--- src/rtl/mem_stage.sv ---
// Memory-access stage: forwards ALU results to writeback and runs one
// req/ack data-memory transaction per load/store, stalling upstream meanwhile.
module mem_stage #(
  parameter int ARQ     = 16,
  parameter int RD_W    = 4,
  parameter int TIMEOUT = 15
) (
  input  logic            clk,
  input  logic            rst,
  input  logic            valid_in,
  input  logic [ARQ-1:0]  alu_result,
  input  logic [ARQ-1:0]  srcdest,
  input  logic            mem_read,
  input  logic            mem_write,
  input  logic            reg_write,
  input  logic [RD_W-1:0] rd,
  output logic            stall,
  output logic            mem_req,
  output logic            mem_we,
  output logic [ARQ-1:0]  mem_addr,
  output logic [ARQ-1:0]  mem_wdata,
  input  logic            mem_ack,
  input  logic [ARQ-1:0]  mem_rdata,
  output logic            wb_valid,
  output logic            wb_we,
  output logic [RD_W-1:0] wb_rd,
  output logic [ARQ-1:0]  wb_data,
  output logic            mem_err
);

  typedef enum logic {IDLE, BUSY} state_t;

  // Counter value on which a still-unacknowledged transaction is abandoned.
  localparam logic [7:0] CNT_LAST = 8'(TIMEOUT - 1);

  state_t          state;
  state_t          state_nxt;
  logic            mem_op;
  logic            timeout_hit;
  logic [7:0]      cnt;
  logic [RD_W-1:0] rd_p0;
  logic            rw_p0;
  logic            store_p0;

  // Next-state, stall and timeout detection.
  always_comb begin
    mem_op      = valid_in & (mem_read | mem_write);
    timeout_hit = 1'b0;
    stall       = 1'b0;
    state_nxt   = state;
    case (state)
      IDLE: begin
        stall = mem_op;
        if (mem_op) state_nxt = BUSY;
      end
      BUSY: begin
        timeout_hit = ~mem_ack & (cnt == CNT_LAST);
        stall       = ~mem_ack & ~timeout_hit;
        if (mem_ack | timeout_hit) state_nxt = IDLE;
      end
      default: state_nxt = IDLE;
    endcase
  end

  // State register.
  always_ff @(posedge clk or negedge rst) begin
    if (!rst) state <= IDLE;
    else      state <= state_nxt;
  end

  // Memory port, timeout counter, latched instruction fields and error flag.
  always_ff @(posedge clk or negedge rst) begin
    if (!rst) begin
      mem_req   <= 1'b0;
      mem_we    <= 1'b0;
      mem_addr  <= '0;
      mem_wdata <= '0;
      cnt       <= '0;
      rd_p0     <= '0;
      rw_p0     <= 1'b0;
      store_p0  <= 1'b0;
      mem_err   <= 1'b0;
    end else if (state == IDLE) begin
      if (mem_op) begin
        // Write takes precedence when both read and write are flagged.
        mem_req   <= 1'b1;
        mem_we    <= mem_write;
        mem_addr  <= alu_result;
        mem_wdata <= srcdest;
        cnt       <= '0;
        rd_p0     <= rd;
        rw_p0     <= reg_write;
        store_p0  <= mem_write;
      end
    end else begin
      if (mem_ack) begin
        mem_req <= 1'b0;
      end else if (timeout_hit) begin
        mem_req <= 1'b0;
        mem_err <= 1'b1;
      end else begin
        cnt <= cnt + 8'd1;
      end
    end
  end

  // Writeback fields: pass-through in IDLE, completion/abort result in BUSY.
  always_ff @(posedge clk or negedge rst) begin
    if (!rst) begin
      wb_valid <= 1'b0;
      wb_we    <= 1'b0;
      wb_rd    <= '0;
      wb_data  <= '0;
    end else if (state == IDLE) begin
      if (mem_op) begin
        wb_valid <= 1'b0;
      end else begin
        wb_valid <= valid_in;
        wb_we    <= valid_in & reg_write;
        wb_rd    <= rd;
        wb_data  <= alu_result;
      end
    end else begin
      if (mem_ack) begin
        wb_valid <= 1'b1;
        wb_rd    <= rd_p0;
        if (store_p0) begin
          wb_we   <= 1'b0;
          wb_data <= mem_addr;
        end else begin
          wb_we   <= rw_p0;
          wb_data <= mem_rdata;
        end
      end else if (timeout_hit) begin
        wb_valid <= 1'b1;
        wb_we    <= 1'b0;
      end else begin
        wb_valid <= 1'b0;
      end
    end
  end

endmodule
--- config.mk ---
export PLATFORM = sky130hd
export DESIGN_NAME = mem_stage
export DESIGN_NICKNAME = d
export VERILOG_FILES = /design/src/rtl/mem_stage.sv
export SDC_FILE = /design/constraint.sdc
export NUM_CORES = 1
export LEC_CHECK = 0
export CAP_MARGIN = 10
export CORE_MARGIN = 2
export CORE_UTILIZATION = 35
export CTS_BUF_LIST = sky130_fd_sc_hd__clkbuf_4 sky130_fd_sc_hd__clkbuf_8
export CTS_CLUSTER_DIAMETER = 100
export DETAILED_ROUTE_END_ITERATION = 8
export PLACE_DENSITY = 0.66
export REMOVE_ABC_BUFFERS = 1
export SLEW_MARGIN = 25
export SYNTH_ARGS = -nofsm -noshare
export SYNTH_HDL_FRONTEND = slang
export SYNTH_SLANG_ARGS = --single-unit
--- constraint.sdc ---
create_clock -name clk -period 1.9 [get_ports clk]
set_clock_uncertainty 0.15 [all_clocks]
set_input_delay 0.285 -clock clk [delete_from_list [all_inputs] [get_ports clk]]
set_output_delay 0.285 -clock clk [all_outputs]
set_load 0.01 [all_outputs]
==> results by stage <==
Layout:
- The area of all placed cells without fillers is 0.00489 mm².
- Measured on the finished design, the core utilization comes to 56.1%.
- The diode insertion count for antenna repair is 0.
- The number of inserted filler cells in the final layout is 808.
- The post-synthesis to final-layout area growth is 54.9%.
- The number of nets in the finished design is 550.
- Of the cells placed in the final design, the portion with a size suffix greater than 1 is 12.1%.

Global routing:
- The via count of the first global-routing pass was 2703.
- The number of antenna violations at the first check in global routing is 0.
- The first global-routing pass estimated 13400 µm of wire.
- The global-route usage over all layers is 17.0%.
- The pin count of the biggest net entering global routing is 44.
- The global route total overflow is 0.

Power and ir drop:
- The relative contribution of the clock network to total power is 26.5%.
- Combinational logic burns 33.0% of the power.
- The sequential share of power is 40.5%.
- Summing internal, switching and leakage power gives 5.05 mW.
- The switching power is 1.51 mW.
- For this design the static power due to leakage is 2.31 nW.
- The power density over the cells is 1030 mW/mm².
- Net switching is 29.8% of the power.
- IR analysis of the VDD net gives a maximum drop of 0.000515 V.
- Cell internal power was estimated by the tool at 3.54 mW.

Drt:
- The number of optimization iterations in the first detailed-route pass is 4.
- Wires add up to 8080 µm.
- The detailed router finished its first iteration with 112 violations.
- The remaining antenna violation count is 0.
- The total via count in the routed design is 2838.
- In the routed layout, each cell is associated on average with a via count of 4.71.
- The number of remaining DRC errors is 0.
- The average wire per cell in the routed design is 13.4 µm.

Setup path:
- The beginning of the worst register-to-register path is state.
- The required time of the critical path is 1.46 ns.
- Of all nets on the critical path, the largest fanout is 2.
- The end of the worst register-to-register path is cnt[7].
- The depth of the critical timing path with buffers and inverters included is 6.
- The cell family contributing the most delay on the critical path is flip-flops.
- The depth of the most critical reg-to-reg path is 5.
- The setup path with the least slack is of type register to output port.
- The register-to-register path setup slack is 0.16 ns.
- Walking the worst path, the cells encountered are inv_2 > ha_4 > nand4b_1 > nor2_4 > o21ai_2 > buf_2.
- The launch point of the worst path is cnt[0].
- The slowest stage cell on the critical path is dfrtp_1.
- Counting both buffers and inverters, the worst setup path holds a total of 2.
- At the worst endpoint, the arrival time is 1.45 ns.
- The kind of start point of the critical path is a register.
- For this run, the slowest stage of the critical path takes 0.39 ns.
- STA classifies the critical path endpoint as an output port.
- In this run the worst setup path terminates at stall.

Place:
- Port buffering added 116 buffers.
- The congestion estimate from routability-driven global placement came to 0.780.
- Once placement finished, the instance area stood at 0.00463 mm².
- Detailed placement ended at an HPWL of 5620 µm.

Clock network:
- The clock root buffer is clkbuf_8.
- The insertion delay to the later sink of the worst-skew pair is 0.34 ns.
- TritonCTS built the clock tree.
- After clock tree synthesis, the clock-pin slew on the worst setup and hold paths is 0.08 ns.
- The clock buffer count from CTS is 9.
- The total number of clock tree sinks is 71.
- The H-tree was split into 3 levels.
- The maximum buffer depth of the clock tree is 2.

Floorplanning:
- The chip width is 99.0 µm.
- The count of standard-cell rows is 34.
- In this run the standard cell core region covers 0.00872 mm².
- The die footprint is 0.00980 mm².
- Once the floorplan was initialized, standard cells occupied 36.2% of the core.
- The die boundary height is 99.0 µm.
- The number of I/O pins is 117.

STA:
- The tightest slew margin relative to the limit is 65.9%.
- The max-slew violation count is 0.
- Setup repair after global routing could not meet its margin everywhere.
- The final count of hold timing violations is 0.
- The peak clock frequency supported by timing is 530 MHz.
- The shortest period the worst path allows is 1.89 ns.
- For the pin with the worst max-slew slack, the measured transition is 0.511 ns.
- The worst path uses 99.4% of the clock period.
- The number of failing setup endpoints in the final timing report is 0.

Run status:
- The run finished with clean final reports.

Logic synthesis:
- The distinct cell type count of the synthesized netlist is 32.
- Summed over all instances, the cell type with the most area after synthesis is dfrtp_1.
- The flip-flop and latch count after synthesis is 71.
- Yosys attributes the largest share of cell area to dfrtp_1 (56%), nand2_1 (19%), mux2i_1 (6.7%), o21ai_0 (6.7%), buf_2 (1.6%).
- The synthesis warning total is 0.
- Sequential cells were found to cover 56.2% of the synthesized design area.
- The cell count after synthesis came out at 349.
- Averaged over all synthesized cells, the footprint is 9.05 µm².
- The area share of the largest cell type after synthesis is 56.2%.
- Summing every instance area after synthesis gives 0.00316 mm².

Run:
- The number of max-capacitance violations reported is 0.

Min path:
- The tightest min-delay check is of the input pin to asynchronous set/reset pin type.
==> what timing repair did <==
action / 4_1_cts / 5_1_grt
resized for setup: 5 / 3
hold buffers: 1 / 0
setup buffers: 1 / 2
setup endpoints to repair: 1 / 1
pin swaps: 2 / 3
cloned: 0 / 0
hold endpoints to repair: 36 / 0
==> per-layer routing <==
layer | vias to the layer above | wire, µm | share of wire [%] | global-route usage, %
li1 | 1422 | - | - | -
met1 | 1310 | 3700 | 46 | 22.7
met2 | 93 | 3720 | 46 | 27.0
met3 | 13 | 536 | 6.6 | 4.40
met4 | 0 | 118 | 1.5 | 6.01
met5 | - | 0 | 0 | 0
==> cell families (layout without fill, tap and decap cells) <==
| family | after synthesis | count (layout) | synth area share, % |
|---|---|---|---|
| simple gates | 177 | 177 | 23.5 |
| mux | 21 | 21 | 6.65 |
| buf+inv | 21 | 166 | 3.17 |
| xor+xnor | 1 | 1 | 0.277 |
| compound gates | 56 | 56 | 9.35 |
| fa+ha+maj | 2 | 2 | 0.792 |
| flops | 71 | 71 | 56.2 |
==> worst min path at each step <==
| stage | slack [ns] | end | cells after the start |
|---|---|---|---|
| floorplan | -0.16 | cnt[0] | 0 |
| global placement | 0.13 | wb_data[7] | 1 |
| global route | 0.31 | mem_wdata[6] | 3 |
| detailed placement | 0.14 | wb_data[7] | 1 |
| finish | 0.31 | wb_data[7] | 2 |
| CTS | 0.30 | mem_wdata[13] | 3 |
==> metrics by stage <==
| stage | setup TNS, ns | hold slack (ns) | setup slack (ns) | instances |
|---|---|---|---|---|
| final | 0 | 0.308 | 0.0117 | 602 |
| after global routing | -0.0903 | 0.309 | -0.0903 | 602 |
| after CTS | -0.0205 | 0.302 | -0.0205 | 600 |
| after detailed placement | -2.01 | 0.145 | -0.313 | 582 |
| after global placement | -0.947 | 0.134 | -0.288 | 582 |
| after floorplan | -46.81 | -0.161 | -1.09 | 330 |
==> cell usage in the layout, fill, tap and decap left out, types with 4 or more instances in the layout <==
master           synthesis  final
o21ai_0                 42     42
clkbuf_8                 0     10
clkdlybuf4s50_1          0    114
a21oi_1                  4      4
mux2i_1                 21     21
dfrtp_1                 71     71
buf_4                    2     29
nand2_1                156    156
==> layout make-up <==
| cell class | instances | area [µm²] | area share [%] |
|---|---|---|---|
| clock buffer | 10 | 138 | 2.81 |
| clock inverter | 6 | 83.8 | 1.71 |
| inverter | 2 | 7.51 | 0.153 |
| multi-input combinational | 257 | 1320 | 26.9 |
| sequential | 71 | 1780 | 36.3 |
| tap | 108 | 135 | 2.76 |
| timing repair buffer | 148 | 1430 | 29.3 |
==> cell usage after synthesis, drive strengths merged <==
cell    number
and4b        3
inv          2
buf         12
nand2b       2
xor2         1
and3         1
o21ba        1
a31oi        1
o21a         1
ha           2
nor2b        1
nor2         4
or3          3
a22o         1
mux2i       21
a21oi        4
nand2      156
dfrtp       71
o31ai        1
clkbuf       7
nand3        2
nand4        1
nand4b       2
o21ai       47
nand3b       1
nor3         1
==> registers in the layout (all words and copies together) (netlist names) <==
| register | cells |
|---|---|
| wb_data | 16 |
| mem_wdata | 16 |
| wb_we | 1 |
| mem_addr | 16 |
| cnt | 8 |
| mem_err | 1 |
| rw_p0 | 1 |
| rd_p0 | 4 |
| state | 1 |
| store_p0 | 1 |
| wb_valid | 1 |
| mem_req | 1 |
| wb_rd | 4 |
==> worst reg2reg max path, stage by stage, from the launching register on <==
cell     delay, ns
dfrtp_1       0.42
buf_4         0.42
and4b_1       0.32
nand4_1       0.13
nand3_1       0.09
o21ai_0       0.08
==> power groups by stage <==
stage,registers [mW],logic (mW),clock network [mW]
3_5_place_dp,2.07,1.66,0
5_1_grt,2.09,1.83,1.46
3_3_place_gp,2.06,1.64,0
2_1_floorplan,2.24,0.472,0
6_report,2.04,1.66,1.34
4_1_cts,2.04,1.67,1.38
(Power assumes the default switching activity.)
